==> src/rtl/ddr_inst_pkg.sv <==
// Shared definitions for the DDR instruction issuer.
// Contents:
//   INST_WIDTH / OPC_WIDTH / IMM_WIDTH  instruction field widths
//   NOP, LDA, LDD, RDP, WRP             controller opcodes
//   state_t                             issuer FSM states
//   make_inst()                         packs an opcode and an immediate into an instruction
package ddr_inst_pkg;

  localparam int INST_WIDTH = 12;
  localparam int OPC_WIDTH  = 4;
  localparam int IMM_WIDTH  = 8;

  localparam logic [OPC_WIDTH-1:0] NOP = 4'd0;  // no operation
  localparam logic [OPC_WIDTH-1:0] LDA = 4'd1;  // shift immediate into address register
  localparam logic [OPC_WIDTH-1:0] LDD = 4'd2;  // shift immediate into data register
  localparam logic [OPC_WIDTH-1:0] RDP = 4'd3;  // read page
  localparam logic [OPC_WIDTH-1:0] WRP = 4'd4;  // write page

  typedef enum logic [2:0] {
    ST_IDLE  = 3'd0,
    ST_ADDR  = 3'd1,
    ST_DATA  = 3'd2,
    ST_CMD   = 3'd3,
    ST_GUARD = 3'd4,
    ST_WAIT  = 3'd5,
    ST_RESP  = 3'd6
  } state_t;

  function automatic logic [INST_WIDTH-1:0] make_inst(
    input logic [OPC_WIDTH-1:0] opc,
    input logic [IMM_WIDTH-1:0] imm
  );
    return {opc, imm};
  endfunction

endpackage

==> src/rtl/ddr_inst_shifter.sv <==
// Byte serializer for the issuer: loads a word and presents its bytes MSB first.
// Ports:
//   clock      rising-edge clock
//   reset      asynchronous, active-low
//   i_load     capture i_word and restart at its most significant byte
//   i_word     word to serialize (WIDTH bits, WIDTH a multiple of 8)
//   i_advance  current byte has been consumed; move to the next one
//   o_byte     byte currently presented
//   o_last     the presented byte is the final one of the word
module ddr_inst_shifter #(
  parameter int WIDTH = 24
) (
  input  logic             clock,
  input  logic             reset,
  input  logic             i_load,
  input  logic [WIDTH-1:0] i_word,
  input  logic             i_advance,
  output logic [7:0]       o_byte,
  output logic             o_last
);

  localparam int NBYTES = WIDTH / 8;
  localparam int CNT_W  = (NBYTES > 1) ? $clog2(NBYTES) : 1;
  localparam logic [CNT_W-1:0] LAST_IDX = CNT_W'(NBYTES - 1);

  logic [WIDTH-1:0] r_word;
  logic [CNT_W-1:0] r_cnt;

  // The word shifts left so the outgoing byte always sits in the top lane.
  always_ff @(posedge clock or negedge reset) begin
    if (!reset) begin
      r_word <= '0;
      r_cnt  <= '0;
    end else if (i_load) begin
      r_word <= i_word;
      r_cnt  <= '0;
    end else if (i_advance) begin
      r_word <= r_word << 8;
      r_cnt  <= r_cnt + CNT_W'(1);
    end
  end

  assign o_byte = r_word[WIDTH-1 -: 8];
  assign o_last = (r_cnt == LAST_IDX);

endmodule

==> src/rtl/ddr_inst_issuer.sv <==
// Hardware initiator for the DDR controller instruction port. Takes one page
// read/write request at a time, serializes it into LDA/LDD/RDP/WRP
// instructions, waits for the controller and returns the captured page.
//
// Optional build macro: DDRISSUE_TIMEOUT_EN adds a watchdog on the wait for
// the controller; on expiry the response carries rsp_err = 1 and zero data.
//
// Ports:
//   clock, reset             rising-edge clock, asynchronous active-low reset
//   req_valid/req_ready      host request handshake
//   req_write/addr/data      request contents (data ignored on reads)
//   rsp_valid/data/err       one-cycle completion strobe with page and timeout flag
//   inst/inst_en             instruction to the controller and its strobe
//   ctl_page/ctl_ready       controller page output and idle/accepting flag
//   busy                     high whenever the FSM is not in IDLE
//   dbg_state                current FSM state (state_t encoding)
//
// Handshake: a request transfers on a rising edge where req_valid and
// req_ready are both high. req_ready is registered and is high only while
// the FSM sits in IDLE (and not on the first cycle after reset release);
// req_valid during busy cycles is ignored. rsp_valid is a single-cycle
// strobe with no backpressure.
module ddr_inst_issuer
  import ddr_inst_pkg::*;
#(
  parameter int ADDR_WIDTH     = 24,
  parameter int TIMEOUT_CYCLES = 1024
) (
  input  logic                  clock,
  input  logic                  reset,
  input  logic                  req_valid,
  output logic                  req_ready,
  input  logic                  req_write,
  input  logic [ADDR_WIDTH-1:0] req_addr,
  input  logic [31:0]           req_data,
  output logic                  rsp_valid,
  output logic [31:0]           rsp_data,
  output logic                  rsp_err,
  output logic [INST_WIDTH-1:0] inst,
  output logic                  inst_en,
  input  logic [31:0]           ctl_page,
  input  logic                  ctl_ready,
  output logic                  busy,
  output logic [2:0]            dbg_state
);

  if ((ADDR_WIDTH < 8) || ((ADDR_WIDTH % 8) != 0)) begin : g_bad_addr_width
    $error("ADDR_WIDTH must be a positive multiple of 8");
  end
  if (TIMEOUT_CYCLES < 1) begin : g_bad_timeout
    $error("TIMEOUT_CYCLES must be at least 1");
  end

  state_t          r_state;
  state_t          w_next;
  logic            r_req_ready;
  logic            r_write;
  logic [31:0]     r_rsp_data;
  logic            w_accept;
  logic            w_addr_adv;
  logic            w_data_adv;
  logic [7:0]      w_addr_byte;
  logic [7:0]      w_data_byte;
  logic            w_addr_last;
  logic            w_data_last;
  logic            w_capture;
  logic            w_timeout;
  logic [INST_WIDTH-1:0] w_inst;

  assign w_accept   = req_valid & r_req_ready;
  assign w_addr_adv = (r_state == ST_ADDR) & ctl_ready;
  assign w_data_adv = (r_state == ST_DATA) & ctl_ready;
  assign w_capture  = (r_state == ST_WAIT) & ctl_ready;

  ddr_inst_shifter #(.WIDTH(ADDR_WIDTH)) u_addr_shifter (
    .clock     (clock),
    .reset     (reset),
    .i_load    (w_accept),
    .i_word    (req_addr),
    .i_advance (w_addr_adv),
    .o_byte    (w_addr_byte),
    .o_last    (w_addr_last)
  );

  ddr_inst_shifter #(.WIDTH(32)) u_data_shifter (
    .clock     (clock),
    .reset     (reset),
    .i_load    (w_accept),
    .i_word    (req_data),
    .i_advance (w_data_adv),
    .o_byte    (w_data_byte),
    .o_last    (w_data_last)
  );

`ifdef DDRISSUE_TIMEOUT_EN
  localparam int TO_W = $clog2(TIMEOUT_CYCLES + 1);

  logic [TO_W-1:0] r_to_cnt;
  logic            r_rsp_err;

  // r_to_cnt counts completed WAIT cycles; the limit is hit on the
  // TIMEOUT_CYCLES-th WAIT cycle. A ready on that same cycle wins.
  assign w_timeout = (r_state == ST_WAIT) & ~ctl_ready &
                     (r_to_cnt == TO_W'(TIMEOUT_CYCLES - 1));

  always_ff @(posedge clock or negedge reset) begin
    if (!reset) begin
      r_to_cnt  <= '0;
      r_rsp_err <= 1'b0;
    end else begin
      if (r_state == ST_GUARD) begin
        r_to_cnt <= '0;
      end else if (r_state == ST_WAIT) begin
        r_to_cnt <= r_to_cnt + TO_W'(1);
      end
      if (w_timeout) begin
        r_rsp_err <= 1'b1;
      end else if (w_capture) begin
        r_rsp_err <= 1'b0;
      end
    end
  end

  assign rsp_err = r_rsp_err & (r_state == ST_RESP);
`else
  assign w_timeout = 1'b0;
  assign rsp_err   = 1'b0;
`endif

  always_comb begin
    w_next = r_state;
    case (r_state)
      ST_IDLE:  if (w_accept) w_next = ST_ADDR;
      ST_ADDR:  if (ctl_ready && w_addr_last) w_next = r_write ? ST_DATA : ST_CMD;
      ST_DATA:  if (ctl_ready && w_data_last) w_next = ST_CMD;
      ST_CMD:   if (ctl_ready) w_next = ST_GUARD;
      // The controller drops ready the cycle after a command, so this
      // cycle is spent without looking at ctl_ready.
      ST_GUARD: w_next = ST_WAIT;
      ST_WAIT:  if (ctl_ready || w_timeout) w_next = ST_RESP;
      ST_RESP:  w_next = ST_IDLE;
      default:  w_next = ST_IDLE;
    endcase
  end

  always_ff @(posedge clock or negedge reset) begin
    if (!reset) begin
      r_state     <= ST_IDLE;
      r_req_ready <= 1'b0;
      r_write     <= 1'b0;
      r_rsp_data  <= '0;
    end else begin
      r_state     <= w_next;
      // Registered so it stays low on the first cycle after reset release.
      r_req_ready <= (w_next == ST_IDLE);
      if (w_accept) begin
        r_write <= req_write;
      end
      if (w_capture) begin
        r_rsp_data <= ctl_page;
      end else if (w_timeout) begin
        r_rsp_data <= '0;
      end
    end
  end

  // inst is decoded from the registered state and shifter contents, so it
  // naturally holds while ctl_ready stalls the shifters.
  always_comb begin
    w_inst = make_inst(NOP, 8'h00);
    case (r_state)
      ST_ADDR: w_inst = make_inst(LDA, w_addr_byte);
      ST_DATA: w_inst = make_inst(LDD, w_data_byte);
      ST_CMD:  w_inst = make_inst(r_write ? WRP : RDP, 8'h00);
      default: w_inst = make_inst(NOP, 8'h00);
    endcase
  end

  // Combinational from the asynchronously reset state, so a reset drops
  // the strobe immediately.
  assign inst_en = ((r_state == ST_ADDR) || (r_state == ST_DATA) ||
                    (r_state == ST_CMD)) & ctl_ready;

  assign inst      = w_inst;
  assign req_ready = r_req_ready;
  assign rsp_valid = (r_state == ST_RESP);
  assign rsp_data  = r_rsp_data;
  assign busy      = (r_state != ST_IDLE);
  assign dbg_state = r_state;

endmodule

==> config.mk <==
export PLATFORM = sky130hd
export DESIGN_NAME = ddr_inst_issuer
export DESIGN_NICKNAME = d
export VERILOG_FILES = /design/src/rtl/ddr_inst_pkg.sv /design/src/rtl/ddr_inst_shifter.sv /design/src/rtl/ddr_inst_issuer.sv
export SDC_FILE = /design/constraint.sdc
export NUM_CORES = 1
export LEC_CHECK = 0
export BUFFER_PORTS_ARGS = -buffer_cell sky130_fd_sc_hd__buf_2
export CAP_MARGIN = 40
export CORE_MARGIN = 1
export CORE_UTILIZATION = 45
export DETAILED_ROUTE_END_ITERATION = 10
export PLACE_DENSITY_LB_ADDON = 0.15
export SLEW_MARGIN = 30
export SYNTH_ARGS = -nofsm -noshare
export SYNTH_HDL_FRONTEND = slang
export SYNTH_SLANG_ARGS = --single-unit
==> constraint.sdc <==
create_clock -name clock -period 1.9 [get_ports clock]
set_input_delay 0.38 -clock clock [delete_from_list [all_inputs] [get_ports clock]]
set_output_delay 0.38 -clock clock [all_outputs]
set_load 0.02 [all_outputs]
== After elaboration in Yosys (flattened, before gate mapping) ==
Index checks and enable logic that the tools add are counted.
Operators by class
  add/sub/neg operators: 2
  eq/ne operators: 8
  muxes and demuxes: 17
  bitwise gates (word level): 5
  reduce and logical (&&, ||, !) cells: 9
Operators by type and width (number)
  $mux W32: 2
  $mux W24: 2
  $pmux W11 S3: 1
  $mux W3: 6
  $pmux W3 S6: 1
  $eq A3 B3 Y1 const B: 3
  $mux W2: 4
  $eq A3 B2 Y1 const B: 2
  $logic_not A3 Y1: 2
  $and A1 B1 Y1: 5
  $add A2 B1 Y2 const B: 2
  $eq A2 B2 Y1 const B: 2
  $reduce_bool A2 Y1: 2
  $eq A3 B1 Y1 const B: 1
  $reduce_bool A3 Y1: 1
  $logic_and A1 B1 Y1: 2
  $logic_or A1 B1 Y1: 2
  $mux W1: 1
Word-level totals
  register bits after elaboration: 97
  bits of input ports: 93
  output and inout port bits: 52
  logic and storage cells: 49

== Logic depth before layout (Yosys ltp) ==
  word-level depth: 5
  mapped depth: 6
  depth with buffers taken out: 5

== By module ==
Synthesis repeated with hierarchy kept, for this count alone.
Unflattened totals
  cells, all modules: 406
  area total of the unflattened synthesis: 4658.2 um^2
Modules (own cells, without submodules)
  ddr_inst_issuer: times used 1, cells each 131, area each 1789.2 um^2, sequential area each 925.9 um^2
  ddr_inst_shifter (u_data_shifter): times used 1, cells each 154, area each 1617.8 um^2, sequential area each 850.8 um^2
  ddr_inst_shifter (u_addr_shifter): times used 1, cells each 121, area each 1251.2 um^2, sequential area each 650.6 um^2

== Least setup slack after synthesis ==
No wires, ideal clock.
  path kind: register to output
  from: reg r_state[1] (netlist: dbg_state[1])
  to: out inst[0]
  arrival: 1419 ps
  required time: 1520 ps
  setup slack: 101 ps
  cell stages (with the launch flop): 6
  path buffers: 2
  cells stage by stage: dfrtp_1 > buf_2 > nor2b_1 > clkbuf_1 > a22oi_1 > nor2_1
Between the ends
  longest elaborated chain between the ends: 2
  elaborated cells on any way between the ends: 4
  classes of those cells: eq/ne (3); mux (1)
RTL lines
  from (decl): line ddr_inst_issuer.sv:54  | state_t r_state;
  from (signal assigned): line ddr_inst_issuer.sv:153  | r_state <= w_next;
  $eq A3 B2 Y1 / $eq A3 B1 Y1 (equally long branches): line ddr_inst_issuer.sv:171  | case (r_state)
  $pmux W11 S3 *: line ddr_inst_issuer.sv:171
  to (decl): line ddr_inst_issuer.sv:39  | output logic [INST_WIDTH-1:0] inst,
Mark *: on every way between the ends. The rest lies on a longest branch, timed or not.

== Final worst setup path ==
  from: reg r_state[0] (netlist: dbg_state[0])
  to: out inst[5]
The elaborated chain is that of the path after synthesis.

==> impl_metrics.py <==
metrics = {
    "status": {
        "status": "finished clean",
    },
    "grt": {
        "grt_pass1_vias": 3227,
        "grt_overflow": 0,
        "antenna_found_initial": 1,
        "grt_usage_pct": 20.01,
        "grt_pass1_wl_mm": 15.79,
        "grt_max_degree": 102,
    },
    "logic_synthesis": {
        "syn_area_per_cell_um2": 11.46,
        "syn-cell-area_um2": 4459,
        "netlist_instances": 389,
        "synth.distinct_cells": 34,
        "synth_seq_cells": 97,
        "yosysSeqAreaShare_pct": 54.43,
        "synth_warnings": 0,
    },
    "cts": {
        "cts.sinks": 97,
        "numCtsBuffers": 9,
        "clock_latency_ns": 0.37,
        "path_clk_slew_ns": 0.10,
        "root_buffer": "clkbuf_8",
        "cts.path.max_buffers": 2,
        "htree_levels": 3,
        "cts_tree": "yes",
    },
    "worst_setup_path": {
        "path_class": "reg -> out",
        "crit_path_max_incr_delay_ns": 0.46,
        "path_cells": "and2b_2 -> a22oi_1 -> nor2_1 -> buf_2",
        "setup.worst_path.start_class": "register",
        "crit_fanout": 5,
        "crit_slowest_cell": "dfrtp_2",
        "required_ns": 1.52,
        "crit_arrival_ns": 1.46,
        "regToRegEndpoint": "rsp_data[1]",
        "reg2reg_slack_ns": 0.10,
        "r2r-start": "dbg_state[0]",
        "r2r_cells": 6,
        "cp-end-kind": "output port",
    },
    "timing": {
        "hold_viol_final": 0,
        "slew_violations": 0,
        "finalWorstPathRequiredPeriod_ns": 1.844,
        "setup_viol": 0,
        "rsz0062_at_grt": "true",
        "fmaxAchievable_ghz": 0.5422,
        "hold_slack_ns": 0.2130,
        "fin_tns_setup_ns": 0,
        "skew_ns": 0.01582,
        "fin_crit_sh_pct": 97.07,
    },
    "pwr": {
        "p_total_mw": 8.887,
        "p_leak_nw": 2.734,
        "ir_drop_mv": 0.6132,
        "powerDensity_nw_per_um2": 1588,
    },
    "floorplan": {
        "num_rows": 35,
        "die-area_um2": 10310,
        "core_area_um2": 9415,
        "io_pins": 145,
        "dieHeight_um": 101.5,
        "fp.dieW_um": 101.5,
        "start_util_pct": 47.36,
    },
    "routing": {
        "drt_first_pass_iters": 4,
        "finalWirelength_mm": 9.773,
        "route.detailed.drc": 0,
        "routedWlPerCell_um": 14.76,
        "postRouteAntennaNets": 0,
        "drt_iter0_drc": 89,
        "vias": 3255,
        "routed_via_density": 4.917,
    },
    "place": {
        "gp_congestion": 0.7560,
        "io_buffer_count": 142,
        "dp.cells": 642,
        "place_hpwl_mm": 6.714,
        "placed_area_um2": 5281,
    },
    "layout": {
        "final_cell_mix": "buf_2, dfrtp_1, nand2_1",
        "regArea_um2": 2429,
        "diodes": 0,
        "final_common_cell": "buf_2",
        "drive_above_1_share_pct": 39.96,
        "area_growth_pct": 25.51,
        "multi_input_area_um2": 1848,
        "n_fill_cell": 819,
        "fin_area_um2": 5597,
        "finalNonFillerCells": 662,
        "nets": 624,
    },
    "flow_run": {
        "maxCapViolations": 0,
    },
    "worst_hold_path": {
        "hp-start": "req_data[1]",
        "hp-class": "in -> reg",
        "whs_endpoint": "u_data_shifter.r_word[1]",
        "hold_depth": 3,
    },
}
[worst max-delay path, delay by kind of cell, from the launching register on]
family,cells,cell delay [ns]
AOI/OAI and AO/OA,1,0.19
buffers and inverters,1,0.16
DFF,1,0.46
and+or+nand+nor,2,0.30
[Yosys cell counts, drive strengths merged]
library cell  number  area [um^2]
conb               1        3.750
mux2              32        473.0
nand3              2        22.52
o311ai             1        8.760
nand2             79        296.5
a211oi             1        7.510
nor3b              1        7.510
a31o               1        8.760
and2b              1        7.510
a32oi              1        8.760
dfrtp             97         2427
a21oi              1        5.000
nor2              14        52.55
mux2i             42        420.4
buf               15        155.1
o21ai             58        290.3
and3b              1        8.760
nand2b             2        12.51
and2               2        12.51
xnor2              2        17.52
o211ai             1        7.510
ha                 2        25.02
nor2b              2        12.51
a21boi             2        15.01
a22oi              8        60.06
and4bb             2        25.02
inv                4        15.01
clkbuf            14        52.55
[metal layers]
layer | share of wire, % | vias up | track usage, %
met5 | 0.092 | - | 0
li1 | - | 1604 | -
met2 | 48 | 81 | 31.91
met4 | 1.5 | 2 | 8.027
met3 | 4.5 | 13 | 3.589
met1 | 46 | 1555 | 27.14
[flip-flops by register name, summed over array words and instances, names as in the netlist]
register	flops
rsp_data	32
u_addr_shifter.r_cnt	2
req_ready	1
r_write	1
dbg_state	3
u_data_shifter.r_word	32
u_data_shifter.r_cnt	2
u_addr_shifter.r_word	24
[power breakdown]
part | total [mW] | internal [mW] | switching (mW)
logic | 3.62 | 1.69 | 1.93
clock network | 1.60 | 0.904 | 0.699
registers | 3.66 | 3.05 | 0.617
total | 8.89 | 5.64 | 3.25
[area by class of cell]
| cell class | instances | area share (%) |
|---|---|---|
| timing repair buffer | 155 | 16.12 |
| sequential | 97 | 43.39 |
| multi-input combinational | 262 | 33.02 |
| inverter | 4 | 0.2683 |
| clock inverter | 5 | 1.856 |
| tap | 129 | 2.884 |
| clock buffer | 10 | 2.459 |
[kinds of logic after synthesis]
| family | after synthesis | synth area share (%) |
|---|---|---|
| other | 1 | 0.08409 |
| adder cells (fa/ha/maj) | 2 | 0.5611 |
| XOR/XNOR | 2 | 0.3929 |
| multiplexers | 74 | 20.03 |
| buffers and inverters | 33 | 4.994 |
| AO/OA/AOI/OAI | 74 | 9.231 |
| AND/OR/NAND/NOR | 106 | 10.27 |
| flip-flops | 97 | 54.43 |
[worst max-delay path by stage]
stage	from	endpoint	slack, ns	depth (start not counted)
2_1_floorplan	dbg_state[1]	inst[0]	0.10	5
3_3_place_gp	dbg_state[0]	inst[0]	0.21	4
3_5_place_dp	dbg_state[1]	inst[7]	0.16	4
4_1_cts	dbg_state[0]	inst[8]	0.004	4
5_1_grt	dbg_state[1]	inst[4]	-0.03	4
6_report	dbg_state[0]	inst[5]	0.06	4
[through the flow]
stage / setup slack [ns] / util [%]
2_1_floorplan: 0.1014 / -
6_report: 0.05559 / 59.44
4_1_cts: 0.003824 / 58.95
5_1_grt: -0.03067 / 59.44
3_3_place_gp: 0.2128 / 56.09
3_5_place_dp: 0.1612 / 56.09
[repair_timing]
action | CTS | global route
pin swaps | 0 | 0
hold buffers | 1 | 0
buffers inserted | 1 | 1
gates cloned | 0 | 2
hold endpoints to repair | 27 | 0
resized for setup | 4 | 10
endpoints found under the setup margin | 9 | 9
(Power assumes the default switching activity.)
